### config.mk
export PLATFORM = sky130hd
export DESIGN_NAME = count_arbiter
export DESIGN_NICKNAME = d
export VERILOG_FILES = /design/src/rtl/cnt_arb_pkg.sv /design/src/rtl/count_arbiter_rr_arb2.sv /design/src/rtl/count_arbiter.sv
export SDC_FILE = /design/constraint.sdc
export NUM_CORES = 1
export LEC_CHECK = 0
export BUFFER_PORTS_ARGS = -buffer_cell sky130_fd_sc_hd__buf_2
export CELL_PAD_IN_SITES_DETAIL_PLACEMENT = 0
export CELL_PAD_IN_SITES_GLOBAL_PLACEMENT = 1
export CORE_MARGIN = 3
export CORE_UTILIZATION = 39
export CTS_CLUSTER_DIAMETER = 50
export DETAILED_ROUTE_END_ITERATION = 16
export PLACE_DENSITY = 0.93
export SYNTH_ARGS = -nofsm -noshare
export SYNTH_HDL_FRONTEND = slang
export SYNTH_SLANG_ARGS = --single-unit
### constraint.sdc
create_clock -name clk -period 2.45 [get_ports clk]
set_input_delay 0.49 -clock clk [delete_from_list [all_inputs] [get_ports clk]]
set_output_delay 0.49 -clock clk [all_outputs]
set_load 0.02 [all_outputs]
### src/rtl/cnt_arb_pkg.sv
// Shared types and constants for the two-requester counting arbiter.
package cnt_arb_pkg;

    // Default counter width in bits.
    localparam int CNT_W_DEF = 4;

    // Number of requesters served by the arbiter.
    localparam int NREQ = 2;

    // Controller states.
    typedef enum logic [1:0] {
        IDLE = 2'd0,
        RUN  = 2'd1,
        DONE = 2'd2
    } state_t;

    // One-hot requester mask for a requester index.
    function automatic logic [NREQ-1:0] req_onehot(input logic idx);
        return idx ? 2'b10 : 2'b01;
    endfunction

endpackage : cnt_arb_pkg

### src/rtl/count_arbiter_rr_arb2.sv
// Two-input round-robin grant logic.
// The grant is purely combinational. i_advance marks the cycles in which a
// grant may be issued, i.e. in which the priority pointer is allowed to move.
// i_prio selects the requester that wins when both are valid.
module rr_arb2 (
    input  logic [1:0] i_valid,
    input  logic       i_prio,
    input  logic       i_advance,
    output logic [1:0] o_grant
);

    // Single valid wins outright; contention is resolved by the priority bit.
    always_comb begin
        o_grant = '0;
        if (i_advance) begin
            case (i_valid)
                2'b01:   o_grant = 2'b01;
                2'b10:   o_grant = 2'b10;
                2'b11:   o_grant = i_prio ? 2'b10 : 2'b01;
                default: o_grant = '0;
            endcase
        end
    end

endmodule : rr_arb2

### src/rtl/count_arbiter.sv
// Shared up/down counter time-multiplexed between two requesters.
// A granted command loads the counter, which then steps once per cycle
// toward the captured target; completion is reported with a one-cycle
// done pulse to the owner before the arbiter returns to IDLE.
module count_arbiter
    import cnt_arb_pkg::*;
#(
    parameter int CNT_W = CNT_W_DEF
) (
    input  logic             clk,
    input  logic             reset,
    input  logic [NREQ-1:0]  req_valid,
    output logic [NREQ-1:0]  req_ready,
    input  logic [CNT_W-1:0] req0_start,
    input  logic [CNT_W-1:0] req1_start,
    input  logic [CNT_W-1:0] req0_target,
    input  logic [CNT_W-1:0] req1_target,
    input  logic             req0_up,
    input  logic             req1_up,
    output logic [CNT_W-1:0] count,
    output logic             busy,
    output logic             owner,
    output logic [NREQ-1:0]  done
);

    localparam logic [CNT_W-1:0] ONE = CNT_W'(1);

    state_t           r_state;
    logic [CNT_W-1:0] r_count;
    logic [CNT_W-1:0] r_target;
    logic             r_up;
    logic             r_owner;
    logic             r_busy;
    logic [NREQ-1:0]  r_done;
    logic             r_prio;

    logic [NREQ-1:0]  w_grant;
    logic             w_idle;
    logic             w_accept;
    logic             w_gidx;
    logic [CNT_W-1:0] w_sel_start;
    logic [CNT_W-1:0] w_sel_target;
    logic             w_sel_up;

    assign w_idle = (r_state == IDLE);

    rr_arb2 u_rr_arb2 (
        .i_valid   (req_valid),
        .i_prio    (r_prio),
        .i_advance (w_idle),
        .o_grant   (w_grant)
    );

    // The grant is already masked by valid, so any grant bit is a transfer.
    assign w_accept = |w_grant;
    assign w_gidx   = w_grant[1];

    // Command fields of the winning requester.
    always_comb begin
        w_sel_start  = w_gidx ? req1_start  : req0_start;
        w_sel_target = w_gidx ? req1_target : req0_target;
        w_sel_up     = w_gidx ? req1_up     : req0_up;
    end

    // Controller: acceptance and capture, counting, completion pulse.
    always_ff @(posedge clk or posedge reset) begin
        if (reset) begin
            r_state  <= IDLE;
            r_count  <= '0;
            r_target <= '0;
            r_up     <= 1'b0;
            r_owner  <= 1'b0;
            r_busy   <= 1'b0;
            r_done   <= '0;
            r_prio   <= 1'b0;
        end else begin
            case (r_state)
                IDLE: begin
                    if (w_accept) begin
                        r_state  <= RUN;
                        r_count  <= w_sel_start;
                        r_target <= w_sel_target;
                        r_up     <= w_sel_up;
                        r_owner  <= w_gidx;
                        r_busy   <= 1'b1;
                        r_prio   <= ~w_gidx;
                    end
                end
                RUN: begin
                    if (r_count == r_target) begin
                        r_state <= DONE;
                        r_done  <= req_onehot(r_owner);
                    end else if (r_up) begin
                        r_count <= r_count + ONE;
                    end else begin
                        r_count <= r_count - ONE;
                    end
                end
                DONE: begin
                    r_state <= IDLE;
                    r_done  <= '0;
                    r_busy  <= 1'b0;
                end
                default: begin
                    r_state <= IDLE;
                    r_done  <= '0;
                    r_busy  <= 1'b0;
                end
            endcase
        end
    end

    assign req_ready = w_grant;
    assign count     = r_count;
    assign busy      = r_busy;
    assign owner     = r_owner;
    assign done      = r_done;

endmodule : count_arbiter

### Word level (Yosys, flattened, before mapping)

Index checks and enable logic that the tools add are counted.

| word-level totals | value |
|---|---|
| register bits after elaboration | 16 |
| latch bits | 0 |
| RAM bits | 0 |
| bits in read-only memories | 0 |
| input port bits | 22 |
| word-level logic and storage cells | 47 |
| memories | 0 |

| cells by class | value |
|---|---|
| $add $sub $neg | 2 |
| $mul | 0 |
| div/mod/pow operators | 0 |
| magnitude comparators | 0 |
| eq/ne operators | 8 |
| shifts and indexed selects | 0 |
| multiplexer cells | 18 |
| bitwise gates (word level) | 3 |
| reductions and logical operators | 8 |

Operators by type and width:

| kind | count |
|---|---|
| $mux 4 | 5 |
| $mux 2 | 6 |
| $pmux 2 s2 | 2 |
| $pmux 4 s2 | 1 |
| $reduce_and 2->1 | 4 |
| $ne 2x2->1 const B | 3 |
| $pmux 2 s3 | 1 |
| $add 4x1->4 const B | 1 |
| $eq 2x1->1 const B | 2 |
| $eq 2x2->1 const B | 2 |
| $eq 4x4->1 | 1 |
| $sub 4x1->4 const B | 1 |
| $not 1->1 | 3 |
| $reduce_and 3->1 | 1 |
| $logic_not 2->1 | 1 |
| $mux 1 | 2 |
| $pmux 1 s2 | 1 |
| $reduce_bool 2->1 | 1 |
| $reduce_or 2->1 | 1 |

### Longest topological paths before layout

| depth | value |
|---|---|
| depth after elaboration | 6 |
| mapped depth | 7 |
| mapped depth without buffers | 7 |

### Modules after synthesis

From an unflattened synthesis, not the netlist that was laid out.

| second synthesis, totals | value |
|---|---|
| cells, all modules | 88 |
| area total of the unflattened synthesis | 927.1 um^2 |

By module, submodules not included:

| module | times used | cells each | area each (um^2) |
|---|---|---|---|
| count_arbiter | 1 | 83 | 905.9 |
| rr_arb2 | 1 | 5 | 21.3 |

### Worst setup path before layout

No wires, ideal clock.

| timing path | value |
|---|---|
| path type | flip-flop to flip-flop |
| start point | register r_count[0], in the netlist count[0] |
| end point | register r_count[1], in the netlist count[1] |
| library setup time | 0.128 ns |
| data arrival time | 1.567 ns |
| path slack | 0.756 ns |
| stages on the path, launching flop included | 5 |
| path buffers | 0 |
| cells stage by stage | dfrtp_1 xor2_1 nor4_4 a211oi_4 mux2_1 |

| between the ends | value |
|---|---|
| word-level cells in the longest chain between the ends | 4 |
| elaborated cells between the ends (all ways) | 8 |
| classes of those cells | add/sub (2); eq/ne (2); mux (3); reduce/logical (1) |

RTL lines:

| element | RTL line | text |
|---|---|---|
| start, declared | count_arbiter.sv:29 | `logic [CNT_W-1:0] r_count;` |
| start signal, assigned | count_arbiter.sv:81 | `r_count <= w_sel_start;` |
| start signal, assigned | count_arbiter.sv:94 | `r_count <= r_count + ONE;` |
| start signal, assigned | count_arbiter.sv:96 | `r_count <= r_count - ONE;` |
| $sub 4x1->4 / $add 4x1->4 (equally long branches) | count_arbiter.sv:96, count_arbiter.sv:94 |  |
| $mux 4 | count_arbiter.sv:93 | `end else if (r_up) begin` |
| $mux 4 | count_arbiter.sv:90 | `if (r_count == r_target) begin` |
| $pmux 4 s2 | count_arbiter.sv:77 | `case (r_state)` |

Several ways; a longest one is shown, not always the timed one. The select of a mux whose other input is x is not followed.
A chain may end at the register's enable or synchronous reset.

### Worst setup path in the final report

| timing path | value |
|---|---|
| start point | register r_state[0] |
| end point | output req_ready[1] |

| between the ends | value |
|---|---|
| word-level cells in the longest chain between the ends | 2 |

RTL lines:

| element | RTL line | text |
|---|---|---|
| start, declared | count_arbiter.sv:28 | `state_t r_state;` |
| start signal, assigned | count_arbiter.sv:68 | `r_state <= IDLE;` |
| start signal, assigned | count_arbiter.sv:80 | `r_state <= RUN;` |
| start signal, assigned | count_arbiter.sv:91 | `r_state <= DONE;` |
| $logic_not 2->1 | count_arbiter.sv:45 | `assign w_idle = (r_state == IDLE);` |
| $mux 2 | count_arbiter_rr_arb2.sv:15 | `if (i_advance) begin` |
| end, declared | count_arbiter.sv:13 | `output logic [NREQ-1:0] req_ready,` |

Every way passes these cells.

==> impl_metrics.json <==
{
  "status": "finished, final reports clean",
  "antenna_found_initial": 0,
  "cts_setup_buffers": 0,
  "wl_met1_um": 949,
  "routabilityCongestion": 0.803,
  "yosysSeqAreaShare_pct": 42.7,
  "drc": 0,
  "cts_resized": 0,
  "synth_top_family_by_area": "simple AND/OR/NAND/NOR gates",
  "grt_start_max_net_pins": 17,
  "fill_cells": 241,
  "p_leak_nw": 0.569,
  "clockPowerShare_pct": 11.7,
  "cp_slowest_cell": "dfrtp_1",
  "synth_area_leaders": "dfrtp_1, mux2i_1, nand2_1",
  "cts_max_level": 1,
  "slew_headroom_pct": 59.0,
  "synth_top_area_cell": "dfrtp_1",
  "clk_pin_slew_ns": 0.10,
  "synth-adder-area-share_pct": 4.80,
  "chipHeight_um": 55.1,
  "numCtsBuffers": 3,
  "internal-power_mw": 0.875,
  "arrival_ns": 1.58,
  "cts.sinks": 16,
  "skew_ns": 0.00195,
  "finalSetupViolations": 0,
  "wirelength_mm": 2.12,
  "pwr-share-comb_pct": 54.7,
  "fmax_mhz": 484,
  "p_sw_share_pct": 44.4,
  "routed-wl-met3_um": 160,
  "fin_crit_ns": 2.07,
  "startpoint_type": "flip-flop",
  "fin_util_pct": 51.1,
  "pwr-share-seq_pct": 33.6,
  "clk_latency_ns": 0.30,
  "ys.flop_type": "dfrtp_1",
  "routed_via_density": 5.19,
  "layout-drive-gt1-share_pct": 31.5,
  "io_pins": 32,
  "route.met2.wl_um": 977,
  "synth.distinct_cells": 34,
  "die_x_um": 55.1,
  "rows": 17,
  "yosys_warnings": 0,
  "cp_max_fo": 7,
  "clockBufferDepth": 2,
  "syn_area_per_cell_um2": 9.98,
  "hpwl_mm": 1.69,
  "synthTopCellsByCount": "dfrtp_1, nand2_1, o21ai_0",
  "dr_total_vias": 804,
  "syn_inst": 94,
  "critical_path_class": "reg -> out",
  "root_buffer": "clkbuf_4",
  "synth_compound_area_share_pct": 15.9,
  "crit_path_end_kind": "output pin",
  "io_buffers": 31,
  "synth_most_common_cell": "dfrtp_1",
  "yosysTopAreaCellShare_pct": 42.7,
  "p_sw_mw": 0.699,
  "drt_iter0_markers": 9,
  "syn-cell-area_um2": 938,
  "postCtsHoldBufs": 0,
  "async_flop_share_pct": 100,
  "crit_start": "r_state[0]",
  "core_area_um2": 2250,
  "routed.top_layer": "met4",
  "synth-xor-area-share_pct": 5.60,
  "p_per_area_nw_per_um2": 1370,
  "grt_pass1_wl_mm": 3.58,
  "wl_per_cell_um": 13.7,
  "path_buf_inv": 1,
  "grt-ovfl-total": 0,
  "hp-class": "in -> async",
  "critPathTopFamily": "simple AND/OR/NAND/NOR gates",
  "synth_nets": 119,
  "slew_viol_final": 0,
  "area_growth_pct": 22.7,
  "irDropWorstVdd_mv": 0.565,
  "period_share_pct": 84.4,
  "die_area_um2": 3030,
  "maxCapViolCount": 0,
  "synth_seq_cells": 16,
  "ant_nets": 0,
  "track_usage_pct": 16.8,
  "num-nets-final": 153,
  "synthSimpleGateAreaFrac_pct": 17.5,
  "drtPass1Iterations": 4,
  "required_ns": 1.96,
  "cts_tree": "yes",
  "antenna_cells": 0,
  "fin_tns_setup_ns": 0,
  "timing_worst_slew_pin_value_ns": 0.614,
  "path_cells": "nor2_2 -> and3_1 -> buf_2",
  "initial_utilization_pct": 41.6,
  "finalHoldViolations": 0,
  "synth_edf_count": 0,
  "grt_setup_unrepaired": "false",
  "synthMuxAreaShare_pct": 8.93,
  "rr_startpoint": "r_state[0]",
  "grt_pass1_vias": 833,
  "critPathMaxStageDelay_ns": 0.49
}
-- per-layer routing --
| layer | vias up | GRT usage (%) |
|---|---|---|
| met3 | 3 | 2.95 |
| met2 | 27 | 27.4 |
| met4 | 0 | 6.07 |
| met1 | 379 | 22.3 |
| li1 | 395 | - |
| met5 | - | 0 |
-- power groups by stage --
stage | Combinational (mW) | Clock, mW | Sequential (mW)
after CTS | 0.877 | 0.184 | 0.532
final | 0.861 | 0.184 | 0.529
after floorplan | 0.610 | 0 | 0.583
after global routing | 0.971 | 0.195 | 0.553
after detailed placement | 0.867 | 0 | 0.536
after global placement | 0.834 | 0 | 0.531
-- area by class of cell --
cell class                      count  area, um2  area share (%)
Multi-Input combinational cell     69        494            42.9
Sequential cell                    16        400            34.8
Timing Repair Buffer               32        163            14.1
Clock buffer                        4       36.3            3.15
Tap cell                           28       35.0            3.04
Inverter                            6       22.5            1.96
-- final timing paths --
path | end | slack [ns] | cells past startpoint
worst min register to register | busy | 0.51 | 2
worst min-delay path | r_target[0] | 0.25 | 2
worst max register to register | count[1] | 0.66 | 5
max in group asynchronous | count[1] | 1.81 | 2
min in group clk | r_up | 0.39 | 3
worst max-delay path | req_ready[1] | 0.38 | 3
-- stage by stage --
stage	cells	hold slack, ns	total power [mW]	instance area (um2)	setup WS [ns]
after floorplan	94	0.404	1.19	938	0.756
after global placement	151	0.475	1.37	1110	0.687
after detailed placement	151	0.486	1.40	1110	0.617
after CTS	155	0.273	1.59	1150	0.373
after global routing	155	0.318	1.72	1150	0.307
final	155	0.246	1.57	1150	0.383
-- layout by cell type (no fill, tap or decap), drive strengths merged, types with 2 or more instances in the layout --
cell type	instances
ha	2
mux2i	5
xor2	5
nand3b	3
a21oi	2
dfrtp	16
nand3	2
nand2	13
nand2b	2
clkbuf	4
a31oi	2
inv	5
a22oi	2
mux2	3
a21o	2
o21ai	8
buf	32
nor2	6
-- cell families (layout without fill, tap and decap cells) --
kind of cell,Yosys count,count (layout)
buffers and inverters,9,42
xor gates and xnor gates,6,6
and+or+nand+nor,31,31
DFF,16,16
muxes,8,8
adders and majority gates,3,3
AOI/OAI and AO/OA,21,21
-- flip-flops by register name, summed over array words and instances (netlist names) --
| register | count |
|---|---|
| done | 2 |
| r_target | 4 |
| r_state | 2 |
| busy | 1 |
| count | 4 |
| r_prio | 1 |
| r_up | 1 |
| owner | 1 |
-- worst register-to-register path, delay by kind of cell, from the launching register on --
| kind | cells | cell delay [ns] |
|---|---|---|
| AO/OA/AOI/OAI | 1 | 0.09 |
| flip-flops | 1 | 0.49 |
| multiplexers | 2 | 0.54 |
| AND/OR/NAND/NOR | 2 | 0.56 |
No activity file was read; power rests on OpenSTA's default activity.
